**src/rtl/btn_pkg.sv**
```systemverilog
// Shared constants, sizing helpers and the event record for the button front end.
package btn_pkg;

  // Widest button index an event record can carry.
  localparam int EVT_ID_W = 8;

  // clog2 that never returns 0, so a 1-entry thing still gets a 1-bit field.
  function automatic int safe_clog2(input int n);
    return (n > 1) ? $clog2(n) : 1;
  endfunction

  // Clock cycles per debounce sample.
  function automatic int tick_div(input int clk_hz, input int sample_hz);
    return clk_hz / sample_hz;
  endfunction

  // Sample ticks a button must stay down to count as a long press.
  function automatic int long_ticks(input int long_ms, input int sample_hz);
    return (long_ms * sample_hz) / 1000;
  endfunction

  typedef struct packed {
    logic [EVT_ID_W-1:0] id;
    logic                is_long;
  } evt_t;

endpackage

```
**src/rtl/btn_channel.sv**
```systemverilog
// One button: synchronizer, tick-sampled debounce and short/long press classifier.
module btn_channel
  import btn_pkg::*;
#(
  parameter int DEB_SAMPLES = 8,
  parameter int LONG_TICKS  = 1000
) (
  input  logic clk_100Mhz,
  input  logic rst,
  input  logic tick_i,
  input  logic btn_i,
  output logic level_o,
  output logic short_evt_o,
  output logic long_evt_o
);

  localparam int DW = safe_clog2(DEB_SAMPLES);
  localparam int HW = safe_clog2(LONG_TICKS + 1);
  localparam logic [DW-1:0] DEB_LAST  = DW'(DEB_SAMPLES - 1);
  localparam logic [HW-1:0] LONG_MAX  = HW'(LONG_TICKS);
  localparam logic [HW-1:0] LONG_LAST = HW'(LONG_TICKS - 1);

  logic [1:0]    sync_q;
  logic [DW-1:0] deb_q, deb_d;
  logic          level_q, level_d;
  logic [HW-1:0] hold_q, hold_d;
  logic          done_q, done_d;
  logic          short_q, short_d;
  logic          long_q, long_d;

  // Debounce counts consecutive differing samples; the hold counter times the
  // press and fires the long event once, a release before that fires short.
  always_comb begin
    deb_d   = deb_q;
    level_d = level_q;
    hold_d  = hold_q;
    done_d  = done_q;
    short_d = 1'b0;
    long_d  = 1'b0;
    if (tick_i) begin
      if (sync_q[1] == level_q) begin
        deb_d = '0;
      end else if (deb_q == DEB_LAST) begin
        deb_d   = '0;
        level_d = ~level_q;
        if (!level_q) begin
          hold_d = '0;
          done_d = 1'b0;
        end else if (!done_q) begin
          short_d = 1'b1;
        end
      end else begin
        deb_d = deb_q + DW'(1);
      end
      // Only time the press on ticks where the button stays down.
      if (level_q && level_d && hold_q != LONG_MAX) begin
        hold_d = hold_q + HW'(1);
        if (hold_q == LONG_LAST && !done_q) begin
          long_d = 1'b1;
          done_d = 1'b1;
        end
      end
    end
  end

  // State registers; the synchronizer runs every clock, the rest advances on tick.
  always_ff @(posedge clk_100Mhz or posedge rst) begin
    if (rst) begin
      sync_q  <= '0;
      deb_q   <= '0;
      level_q <= 1'b0;
      hold_q  <= '0;
      done_q  <= 1'b0;
      short_q <= 1'b0;
      long_q  <= 1'b0;
    end else begin
      sync_q  <= {sync_q[0], btn_i};
      deb_q   <= deb_d;
      level_q <= level_d;
      hold_q  <= hold_d;
      done_q  <= done_d;
      short_q <= short_d;
      long_q  <= long_d;
    end
  end

  assign level_o     = level_q;
  assign short_evt_o = short_q;
  assign long_evt_o  = long_q;

endmodule

```
**src/rtl/btn_event_arbiter.sv**
```systemverilog
// Button front end: shared sample tick, per-button channels, one pending-event
// slot per button and a round-robin valid/ready output register.
module btn_event_arbiter
  import btn_pkg::*;
#(
  parameter int N_BTN       = 5,
  parameter int CLK_HZ      = 100_000_000,
  parameter int SAMPLE_HZ   = 1_000,
  parameter int DEB_SAMPLES = 8,
  parameter int LONG_MS     = 1000,
  localparam int ID_W       = safe_clog2(N_BTN)
) (
  input  logic             clk_100Mhz,
  input  logic             rst,
  input  logic [N_BTN-1:0] btn,
  output logic             evt_valid,
  input  logic             evt_ready,
  output logic [ID_W-1:0]  evt_id,
  output logic             evt_long,
  output logic [N_BTN-1:0] btn_level,
  output logic [N_BTN-1:0] ovf,
  input  logic             ovf_clr
);

  localparam int TICK_DIV   = tick_div(CLK_HZ, SAMPLE_HZ);
  localparam int LONG_TICKS = long_ticks(LONG_MS, SAMPLE_HZ);
  localparam int TW         = safe_clog2(TICK_DIV);
  localparam logic [TW-1:0]   TICK_LAST = TW'(TICK_DIV - 1);
  localparam logic [ID_W-1:0] ID_LAST   = ID_W'(N_BTN - 1);

  logic [TW-1:0]    tick_cnt_q;
  logic             tick;
  logic [N_BTN-1:0] short_evt, long_evt;
  logic [N_BTN-1:0] slot_v_q, slot_v_d, slot_l_q, slot_l_d;
  logic [N_BTN-1:0] ovf_q, ovf_d;
  logic [ID_W-1:0]  ptr_q, ptr_d, sel;
  logic             found, load;
  logic             out_v_q, out_v_d;
  evt_t             out_q, out_d;
  int               idx;

  assign tick = (tick_cnt_q == TICK_LAST);

  // Free-running sample-rate divider; one-cycle enable, not a derived clock.
  always_ff @(posedge clk_100Mhz or posedge rst) begin
    if (rst) tick_cnt_q <= '0;
    else     tick_cnt_q <= tick ? '0 : tick_cnt_q + TW'(1);
  end

  for (genvar i = 0; i < N_BTN; i++) begin : g_ch
    btn_channel #(
      .DEB_SAMPLES (DEB_SAMPLES),
      .LONG_TICKS  (LONG_TICKS)
    ) u_ch (
      .clk_100Mhz  (clk_100Mhz),
      .rst         (rst),
      .tick_i      (tick),
      .btn_i       (btn[i]),
      .level_o     (btn_level[i]),
      .short_evt_o (short_evt[i]),
      .long_evt_o  (long_evt[i])
    );
  end

  // Round-robin pick: first valid slot at or after the pointer, wrapping.
  always_comb begin
    found = 1'b0;
    sel   = '0;
    idx   = 0;
    for (int k = 0; k < N_BTN; k++) begin
      idx = int'(ptr_q) + k;
      if (idx >= N_BTN) idx = idx - N_BTN;
      if (!found && slot_v_q[idx]) begin
        found = 1'b1;
        sel   = ID_W'(idx);
      end
    end
  end

  // Output load, slot clear/fill and overflow. The slot is cleared before new
  // events are considered, so an event arriving as its slot drains is kept.
  always_comb begin
    load     = !out_v_q || evt_ready;
    slot_v_d = slot_v_q;
    slot_l_d = slot_l_q;
    ovf_d    = ovf_clr ? '0 : ovf_q;
    out_v_d  = out_v_q;
    out_d    = out_q;
    ptr_d    = ptr_q;
    if (load) begin
      out_v_d = found;
      if (found) begin
        out_d.id      = EVT_ID_W'(sel);
        out_d.is_long = slot_l_q[sel];
        slot_v_d[sel] = 1'b0;
        ptr_d         = (sel == ID_LAST) ? '0 : sel + ID_W'(1);
      end
    end
    for (int i = 0; i < N_BTN; i++) begin
      if (short_evt[i] || long_evt[i]) begin
        if (!slot_v_d[i]) begin
          slot_v_d[i] = 1'b1;
          slot_l_d[i] = long_evt[i];
        end else begin
          ovf_d[i] = 1'b1;
        end
      end
    end
  end

  // Slot, pointer, overflow and output registers.
  always_ff @(posedge clk_100Mhz or posedge rst) begin
    if (rst) begin
      slot_v_q <= '0;
      slot_l_q <= '0;
      ovf_q    <= '0;
      ptr_q    <= '0;
      out_v_q  <= 1'b0;
      out_q    <= '0;
    end else begin
      slot_v_q <= slot_v_d;
      slot_l_q <= slot_l_d;
      ovf_q    <= ovf_d;
      ptr_q    <= ptr_d;
      out_v_q  <= out_v_d;
      out_q    <= out_d;
    end
  end

  // Upper id bits exist only because the record is sized for the widest case.
  logic unused_id_bits;
  assign unused_id_bits = ^out_q.id;

  assign evt_valid = out_v_q;
  assign evt_id    = out_q.id[ID_W-1:0];
  assign evt_long  = out_q.is_long;
  assign ovf       = ovf_q;

endmodule

```
**config.mk**
```make
export PLATFORM = sky130hd
export DESIGN_NAME = btn_event_arbiter
export DESIGN_NICKNAME = d
export VERILOG_FILES = /design/src/rtl/btn_pkg.sv /design/src/rtl/btn_channel.sv /design/src/rtl/btn_event_arbiter.sv
export SDC_FILE = /design/constraint.sdc
export NUM_CORES = 1
export LEC_CHECK = 0
export ABC_AREA = 1
export CAP_MARGIN = 15
export CORE_MARGIN = 2
export CORE_UTILIZATION = 60
export CTS_CLUSTER_DIAMETER = 200
export DETAILED_ROUTE_END_ITERATION = 7
export PLACE_DENSITY = 0.78
export SYNTH_ARGS = -nofsm -noshare
export SYNTH_HDL_FRONTEND = slang
export SYNTH_SLANG_ARGS = --single-unit
export TNS_END_PERCENT = 30
```
**constraint.sdc**
```tcl
create_clock -name clk_100Mhz -period 4.45 [get_ports clk_100Mhz]
set_input_delay 0.445 -clock clk_100Mhz [delete_from_list [all_inputs] [get_ports clk_100Mhz]]
set_output_delay 0.445 -clock clk_100Mhz [all_outputs]
set_load 0.005 [all_outputs]
```
# After elaboration in Yosys (flattened, before gate mapping)
# Cells that the tools add are included.
totals:
  out_inout_bits: 15
  wordCells: 340
  ff_bits: 135
  in_bits: 9
op_classes:
  bitwise: 12
  add_sub_neg: 21
  n_reduce_logical: 52
  muxes: 164
  eq_ne: 32
  magnitude_cmp: 12
op_table:
  columns: ["cell", "count"]
  rows:
  - ["$mux 10", 20]
  - ["$lt 32x5->1 const B", 5]
  - ["$mux 32", 5]
  - ["$mux 1", 112]
  - ["$add 10x1->10 const B", 5]
  - ["$eq 10x10->1 const B", 5]
  - ["$ne 10x10->1 const B", 5]
  - ["$mux 3", 16]
  - ["$logic_and 1x1->1", 20]
  - ["$ne 2x2->1 const B", 10]
  - ["$reduce_and 4->1", 5]
  - ["$sub 4x3->5 const B", 4]
  - ["$add 3x1->3 const B", 6]
  - ["$bmux 1 s3", 6]
  - ["$eq 3x3->1 const B", 6]
  - ["$add 17x1->17 const B", 1]
  - ["$eq 17x17->1 const B", 1]
  - ["$mux 17", 1]
  - ["$ge 4x3->1 const B", 4]
  - ["$mux 5", 3]
  - ["$reduce_and 2->1", 6]
  - ["$logic_not 1->1", 10]
  - ["$not 1->1", 10]
  - ["$reduce_bool 2->1", 5]
  - ["12 further kinds", 22]

# Longest topological paths before layout
# Gate-level depths: netlist (run 1).
depth:
  depth_word: 28
  ltp_mapped: 25

# Hierarchy
# From an unflattened synthesis (run 1), not the netlist that was laid out.
unflattened:
  hier_cells: 1089
  area_unflattened_um2: 8139.1
modules_own_cells:
  columns: ["mod", "seq_area_each_um2", "cells_each", "area_per_inst_um2", "instances"]
  rows:
  - ["btn_channel", 475.5, 136, 1041.0, 5]
  - ["btn_event_arbiter", 1001.0, 409, 2934.1, 1]

# Worst setup path before layout (run 1)
# OpenSTA, ideal clock, no wires.
synth_timing:
  kind: "reg-to-reg"
  startpoint: "register ptr_q[1]"
  endpoint: "register slot_l_q[1]"
  t_arrival_ns: 2.609
  setup_slack_ns: 1.725
  path_stages_with_launch: 20
  period_less_slack_ns: 2.725
  required_time_ns: 4.334
  setup_time_ns: 0.116
  path_cell_list: "dfrtp_1 inv_1 ha_1 inv_1 ha_1 o21ai_2 nand3_2 nand2_1 xnor2_1 nand2_1 o21ai_2 nand3_2 nor2_2 nor2_2 nor2_2 nand2_1 nand2_2 nand2_1 nand2_1 nand2_1"
synth_between:
  elab_chain_cells: 28
synth_rtl:
  columns: ["item", "line", "text"]
  rows:
  - ["from (decl)", "btn_event_arbiter.sv:36", "logic [ID_W-1:0] ptr_q, ptr_d, sel;"]
  - ["from (signal assigned)", "btn_event_arbiter.sv:124", "ptr_q <= ptr_d;"]
  - ["parallel branches: the longest is 24 deep, another holds $sub 4x3->5", null, null]
  - ["$mux 5 (*)", "btn_event_arbiter.sv:92", "if (found) begin"]
  - ["$mux 5 (*)", "btn_event_arbiter.sv:90", "if (load) begin"]
  - ["$not 1->1 (no line) (*)", null, null]
  - ["$reduce_and 2->1 (no line) (*)", null, null]
  - ["to (signal assigned)", "btn_event_arbiter.sv:122", "slot_l_q <= slot_l_d;"]
  - ["to (decl)", "btn_event_arbiter.sv:34", "logic [N_BTN-1:0] slot_v_q, slot_v_d, slot_l_q, slot_l_d;"]
# Every way passes the cells marked *. The select of a mux whose other input is x is not followed.
# A chain may end at the register's enable or synchronous reset.

# Worst setup path after layout (run 1)
layout_timing:
  startpoint: "register ptr_q[0]"
  endpoint: "register ptr_q[1]"
layout_between:
  elab_chain_cells: 20
layout_rtl:
  columns: ["item"]
  rows:
  - ["parallel branches: the longest is 20 deep, another holds $sub 4x3->5"]
# Several ways; the timed one is not identified. The select of a mux whose other input is x is not followed.

==> results_dict.tcl, run 1 <==
set metrics [dict create \
    status "finished, final reports clean" \
    yosysWarnings 0 \
    grt_util_all_layers_pct 24.48 \
    slew_violations 0 \
    path_common_cell "nand2_1" \
    crit_chain "inv_2 -> ha_1 -> nand2_1 -> o21ai_2 -> nand3_2 -> nand2_1 -> xnor2_1 -> inv_1 -> nand2_1 -> nand2_1 -> nand3_1 -> nand3_1 -> nor2_2 -> nor2_2 -> o21ai_0 -> o21ai_0" \
    final.min_clock_period_ns 3.616 \
    pwr-share-comb_pct 42.5 \
    finalSetupTns_ns 0 \
    slowest_stage "dfrtp_1" \
    cp.arrival_ns 3.89 \
    grt_first_pass_wirelength_um 26370 \
    drtIter0Drc 421 \
    io_pins 24 \
    cts_tree "built" \
    p_sw_share_pct 41.98 \
    nets 1050 \
    hold_viol 0 \
    routed_wirelength_um 15520 \
    pwr-share-clk_pct 28.4 \
    maxCapViolCount 0 \
    ys_ff_latch 135 \
    postCtsHoldBufs 0 \
    fillers 1105 \
    ys_types 50 \
    core_area_um2 12520 \
    cp_max_fo 15 \
    reg2reg_from "ptr_q[0]$_DFFE_PP0P_" \
    dieWidth_um 117.0 \
    grt_max_degree 118 \
    seq_area_frac_synth_pct 44.12 \
    layout_common_cells "207 x nand2_1, 160 x inv_1, 135 x dfrtp_1, 92 x nor2_1, 57 x nand3_1" \
    clk_pin_slew_ns 0.06 \
    clk_latency_ns 0.41 \
    drc 0 \
    clockRootBuffer "clkbuf_16" \
    dr.pass1.iters 5 \
    max_freq_mhz 276.6 \
    r2r_setup_slack_ns 0.83 \
    syn-num-nets 1017 \
    cts.sinks 135 \
    pre_cts_slack_ns 0.9151 \
    vdd_drop_max_v 0.0003449 \
    crit_buf_inv 2 \
    finalWorstSetupSlack_ns 0.8343 \
    hold_class "register to register" \
    start_util_pct 61.18 \
    critPathRequiredTime_ns 4.72 \
    place.gp.congestion 0.9223 \
    power-per-cell-area_nw_per_um2 537.0 \
    final_common_cell "nand2_1" \
    clock_skew_ns 0.008568 \
    route.vias.total 6390 \
    die-area_um2 13680 \
    cp-startpoint "ptr_q[0]$_DFFE_PP0P_" \
    start_kind "register" \
    postSynthAreaPerCell_um2 7.862 \
    grt_pass1_vias 5791 \
    holdWs_ns 0.3489 \
    p_sw_mw 1.942 \
    rr_worst_depth 16 \
    htree_levels 4 \
    die_h_um 117.0 \
    post_cts_buffers 0 \
    fin_crit_sh_pct 81.25 \
    r2r-end "ptr_q[1]$_DFFE_PP0P_" \
    antenna_found_initial 0 \
    io_buffers 23 \
    overflow 0 \
    worst_pin_slew_ns 0.9877 \
    num_rows 41 \
    synth_edf_count 0 \
    drive_above_1_share_pct 9.314 \
    holdCritStartpoint "g_ch[3].u_ch.sync_q[0]$_DFF_PP0_" \
    dp_hpwl_um 11230 \
    via_per_inst 5.361 \
    crit_path_end_kind "register" \
    cts_buffer_depth 2 \
    syn-cell-area_um2 7657 \
    syn2layout_area_growth_pct 12.50 \
    drtAntennaViolNets 0 \
    slew_headroom_pct 34.15 \
    seqPwrFrac_pct 29.1 \
    whs_path_depth 0 \
    syn_inst 974 \
    cts_made_buffers 17 \
    rsz0062_at_grt "no" \
    diodes 0 \
    detail_route.wl_per_cell_um 13.02 \
    path_class "register to register" \
    cts_resized 0 \
    hold-path-endpoint "g_ch[3].u_ch.sync_q[1]$_DFF_PP0_" \
    ys.flop_type "dfrtp_1" \
    async_reset_ff_share_pct 100.0 \
    slowest_delay_ns 0.73 \
    leakagePower_nw 4.163 \
    setup_viol 0 \
    crit_family "simple AND/OR/NAND/NOR gates" \
    power.internal_mw 2.684 \
]
per-layer routing:
metal | up-vias | part of all wire [%] | track usage (%)
met5 | - | 0 | 0
met4 | 0 | 1.5 | 8.078
met3 | 24 | 3.5 | 4.995
met2 | 123 | 48 | 41.35
met1 | 3006 | 47 | 31.80
li1 | 3237 | - | -
sequential cells by signal, indices dropped and copies added (netlist names), 3 cells and up:
register               flops
evt_id                     3
g_ch.u_ch.deb_q           15
g_ch.u_ch.done_q           5
g_ch.u_ch.hold_q          50
g_ch.u_ch.level_o          5
g_ch.u_ch.long_evt_o       5
g_ch.u_ch.short_evt_o      5
g_ch.u_ch.sync_q          10
ovf                        5
ptr_q                      3
slot_l_q                   5
slot_v_q                   5
tick_cnt_q                17
power by group through the flow:
| stage | clock (mW) | combinational [mW] | sequential, mW |
|---|---|---|---|
| 6_report | 1.31 | 1.97 | 1.35 |
| 5_1_grt | 1.39 | 2.20 | 1.35 |
| 4_1_cts | 1.34 | 1.95 | 1.35 |
| 3_5_place_dp | 0 | 1.94 | 1.37 |
| 3_3_place_gp | 0 | 1.93 | 1.37 |
| 2_1_floorplan | 0 | 1.57 | 1.33 |
final cells by class:
type / instances / area, um2 / share of cell area [%]
Timing Repair Buffer: 25 / 245.2 / 2.847
Clock inverter: 10 / 96.34 / 1.118
Multi-Input combinational cell: 660 / 3580 / 41.55
Sequential cell: 135 / 3378 / 39.22
Tap cell: 172 / 215.2 / 2.498
Inverter: 168 / 635.6 / 7.378
Clock buffer: 22 / 464.2 / 5.389
synth_stat cells, types with 5 or more instances:
cell type	number	share of area [%]
nor2_2	7	0.57
inv_2	7	0.34
buf_4	5	0.49
nor3_1	25	1.6
nand2_2	16	1.3
dfrtp_1	135	44
a21oi_1	47	3.1
nand2_1	207	10
o21ai_0	52	3.4
nor4_1	15	1.2
a31oi_1	5	0.41
inv_1	161	7.9
o22ai_1	9	0.74
nor3b_1	8	0.78
o21a_1	10	0.98
nand3_2	9	1.2
ha_1	34	5.6
o21ai_2	7	0.80
nand3_1	57	3.7
nand4_1	20	1.6
nor2_1	92	4.5
how the worst max path moves through the flow:
stage,cells past startpoint,slack [ns],end
6_report,16,0.83,ptr_q[1]$_DFFE_PP0P_
5_1_grt,21,0.56,ptr_q[1]$_DFFE_PP0P_
4_1_cts,16,0.89,ptr_q[1]$_DFFE_PP0P_
3_5_place_dp,21,0.92,ptr_q[1]$_DFFE_PP0P_
3_3_place_gp,16,0.89,ptr_q[1]$_DFFE_PP0P_
2_1_floorplan,1,0.39,evt_id[0]$_DFFE_PP0P_
per-stage QoR:
step	utilization, %	total power [mW]	cells	cell area (um2)
floorplan	-	2.904	974	7657
global placement	64.34	3.301	1160	8054
detailed placement	64.34	3.307	1160	8054
CTS	68.82	4.632	1192	8615
global route	68.82	4.946	1192	8615
finish	68.82	4.626	1192	8615
logic make-up after synthesis:
| logic type | synth area share (%) |
|---|---|
| simple gates | 29.72 |
| flops | 44.12 |
| buf+inv | 9.134 |
| fa+ha+maj | 5.556 |
| compound gates | 11.01 |
| xor+xnor | 0.4576 |
Note: power is estimated with default switching activity, not from simulation.
==> run 2, diff against run 1 <==
- clock period: 4.45 -> 3.4 ns (I/O delays scaled with it)
==> run 2 against run 1 <==
Against the previous run: final area rose by 1.4%; global-route usage is essentially flat; clock power up 47%; count of clock-buffer cells in the layout down 2; utilization rose by 0.96 points; critical path depth rose by 1; hold slack worse by 0.024 ns; sequential power increased by 29%; largest cell class unchanged; clock skew fell by 0.0017 ns.
==> results_dict.tcl, run 2 (synthesis results as in run 1) <==
set metrics [dict create \
    drtIter0Drc 506 \
    clk_pin_slew_ns 0.06 \
    start_kind "register" \
    via_per_inst 5.366 \
    cts_made_buffers 17 \
    dieWidth_um 117.0 \
    crit_path_end_kind "register" \
    io_buffers 23 \
    num_rows 41 \
    max_freq_mhz 328.6 \
    place.gp.congestion 0.9476 \
    die-area_um2 13680 \
    final.min_clock_period_ns 3.043 \
    grt_first_pass_wirelength_um 26520 \
    fin_cells 1196 \
    overflow 0 \
    slew_headroom_pct 62.62 \
    power-per-cell-area_nw_per_um2 714.0 \
    finalWorstSetupSlack_ns 0.3566 \
    drtAntennaViolNets 0 \
    syn2layout_area_growth_pct 14.07 \
    setup_viol 0 \
    largest_register_ffs 50 \
    routed_wirelength_um 15510 \
    cp.arrival_ns 3.32 \
    nets 1054 \
    rr_worst_depth 17 \
    drive_above_1_share_pct 10.16 \
    htree_levels 4 \
    slowest_delay_ns 0.49 \
    grt_pass1_vias 5989 \
    slew_violations 0 \
    top_regs "g_ch.u_ch.hold_q: 50 flops, tick_cnt_q: 17 flops, g_ch.u_ch.deb_q: 15 flops" \
    leakagePower_nw 4.220 \
    drc 0 \
    clock_skew_ns 0.006842 \
    path_common_cell "nand2_1" \
    pre_cts_slack_ns 0.2425 \
    detail_route.wl_per_cell_um 12.97 \
    core_area_um2 12520 \
    fillers 1012 \
    dp.cells 1164 \
    post_cts_buffers 0 \
    die_h_um 117.0 \
    layout_common_cells "207 x nand2_1, 159 x inv_1, 135 x dfrtp_1, 91 x nor2_1, 57 x nand3_1" \
    top_register "g_ch.u_ch.hold_q" \
    worst_pin_slew_ns 0.5596 \
    final_common_cell "nand2_1" \
    postCtsHoldBufs 0 \
    vdd_drop_max_v 0.0005609 \
    io_pins 24 \
    hold_class "primary input to async pin" \
    dp_hpwl_um 11020 \
    route.vias.total 6418 \
    multi_input_area_um2 3582 \
    start_util_pct 61.18 \
    finalSetupTns_ns 0 \
    r2r_setup_slack_ns 0.36 \
    total_power_mw 6.237 \
    reg2reg_from "ptr_q[1]$_DFFE_PP0P_" \
    clk_latency_ns 0.42 \
    cts_buffer_depth 2 \
    crit_chain "inv_4 -> ha_1 -> inv_1 -> ha_1 -> o21ai_2 -> nand3_2 -> nand2_1 -> xnor2_1 -> inv_1 -> nand2_1 -> nand2_1 -> nand3_1 -> nand3_1 -> nor2_2 -> nor2_2 -> o21ai_0 -> o21ai_0" \
    cts_tree "built" \
    seqCellArea_um2 3378 \
    maxCapViolCount 0 \
    cp_max_fo 9 \
    grt_max_degree 75 \
    grt_util_all_layers_pct 24.47 \
    r2r-end "ptr_q[1]$_DFFE_PP0P_" \
    cts.sinks 135 \
    critPathRequiredTime_ns 3.68 \
    cts_resized 0 \
    utilization_pct 69.78 \
    status "finished, final reports clean" \
    slowest_stage "dfrtp_1" \
    clockRootBuffer "clkbuf_16" \
    rsz0062_at_grt "no" \
    antenna_found_initial 0 \
    dr.pass1.iters 7 \
    fin_crit_sh_pct 89.51 \
    path_class "register to register" \
    hold_viol 0 \
    diodes 0 \
]
-- run 2: changes by cell type in the layout (fill, tap and decap cells not counted), sizes merged --
cell / change
clkbuf: -2
bufinv: +2
buf: +4
-- run 2: power by group --
group | switching (mW) | internal (mW) | leakage, nW
Combinational | 1.76 | 0.812 | 2.08
Clock | 0.702 | 1.22 | 0.301
Sequential | 0.0664 | 1.67 | 1.84
-- run 2: layer usage --
metal  GRT usage [%]  wire length [um]
met4           8.078               296
met1           31.47              7134
met2           41.19              7389
met5               0                 0
met3           5.664               689
-- run 2: worst max-delay path by stage --
| stage | startpoint | end | slack [ns] | cells past startpoint |
|---|---|---|---|---|
| finish | ptr_q[1]$_DFFE_PP0P_ | ptr_q[1]$_DFFE_PP0P_ | 0.36 | 17 |
| global route | ptr_q[1]$_DFFE_PP0P_ | slot_l_q[2]$_DFFE_PP0P_ | 0.03 | 24 |
| CTS | ptr_q[1]$_DFFE_PP0P_ | ptr_q[1]$_DFFE_PP0P_ | 0.23 | 17 |
| detailed placement | ptr_q[1]$_DFFE_PP0P_ | ptr_q[1]$_DFFE_PP0P_ | 0.24 | 17 |
| global placement | ptr_q[1]$_DFFE_PP0P_ | ptr_q[1]$_DFFE_PP0P_ | 0.33 | 17 |
| floorplan | ptr_q[1]$_DFFE_PP0P_ | slot_l_q[1]$_DFFE_PP0P_ | 0.67 | 19 |
-- run 2: cell type report --
class                   count  area share [%]
well taps                 172           2.464
inverters                 168           7.291
clock buffers              20           5.343
flip-flops and latches    135           38.68
clock inverters            12           1.919
multi-input cells         660           41.01
repair buffers             29           3.295
-- run 2: metrics by stage --
step | cell area (um2) | hold WS, ns
after floorplan | 7661 | 0.3312
after global placement | 8095 | 0.3318
after detailed placement | 8095 | 0.3347
after CTS | 8730 | 0.3274
after global routing | 8735 | 0.3441
final | 8735 | 0.3248
-- run 2: critical path, delay by kind of cell (launching register included) --
| family | cells | cell delay, ns |
|---|---|---|
| buffers and inverters | 3 | 0.29 |
| AND/OR/NAND/NOR | 8 | 0.81 |
| AO/OA/AOI/OAI | 3 | 0.44 |
| XOR/XNOR | 1 | 0.37 |
| flip-flops | 1 | 0.49 |
| adder cells (fa/ha/maj) | 2 | 0.51 |
==> run 3, diff against run 2 <==
- CAP_MARGIN: 15 -> default
==> results of run 3 <==
Same layout as run 2: the final DEF is identical, and so are final timing and power.
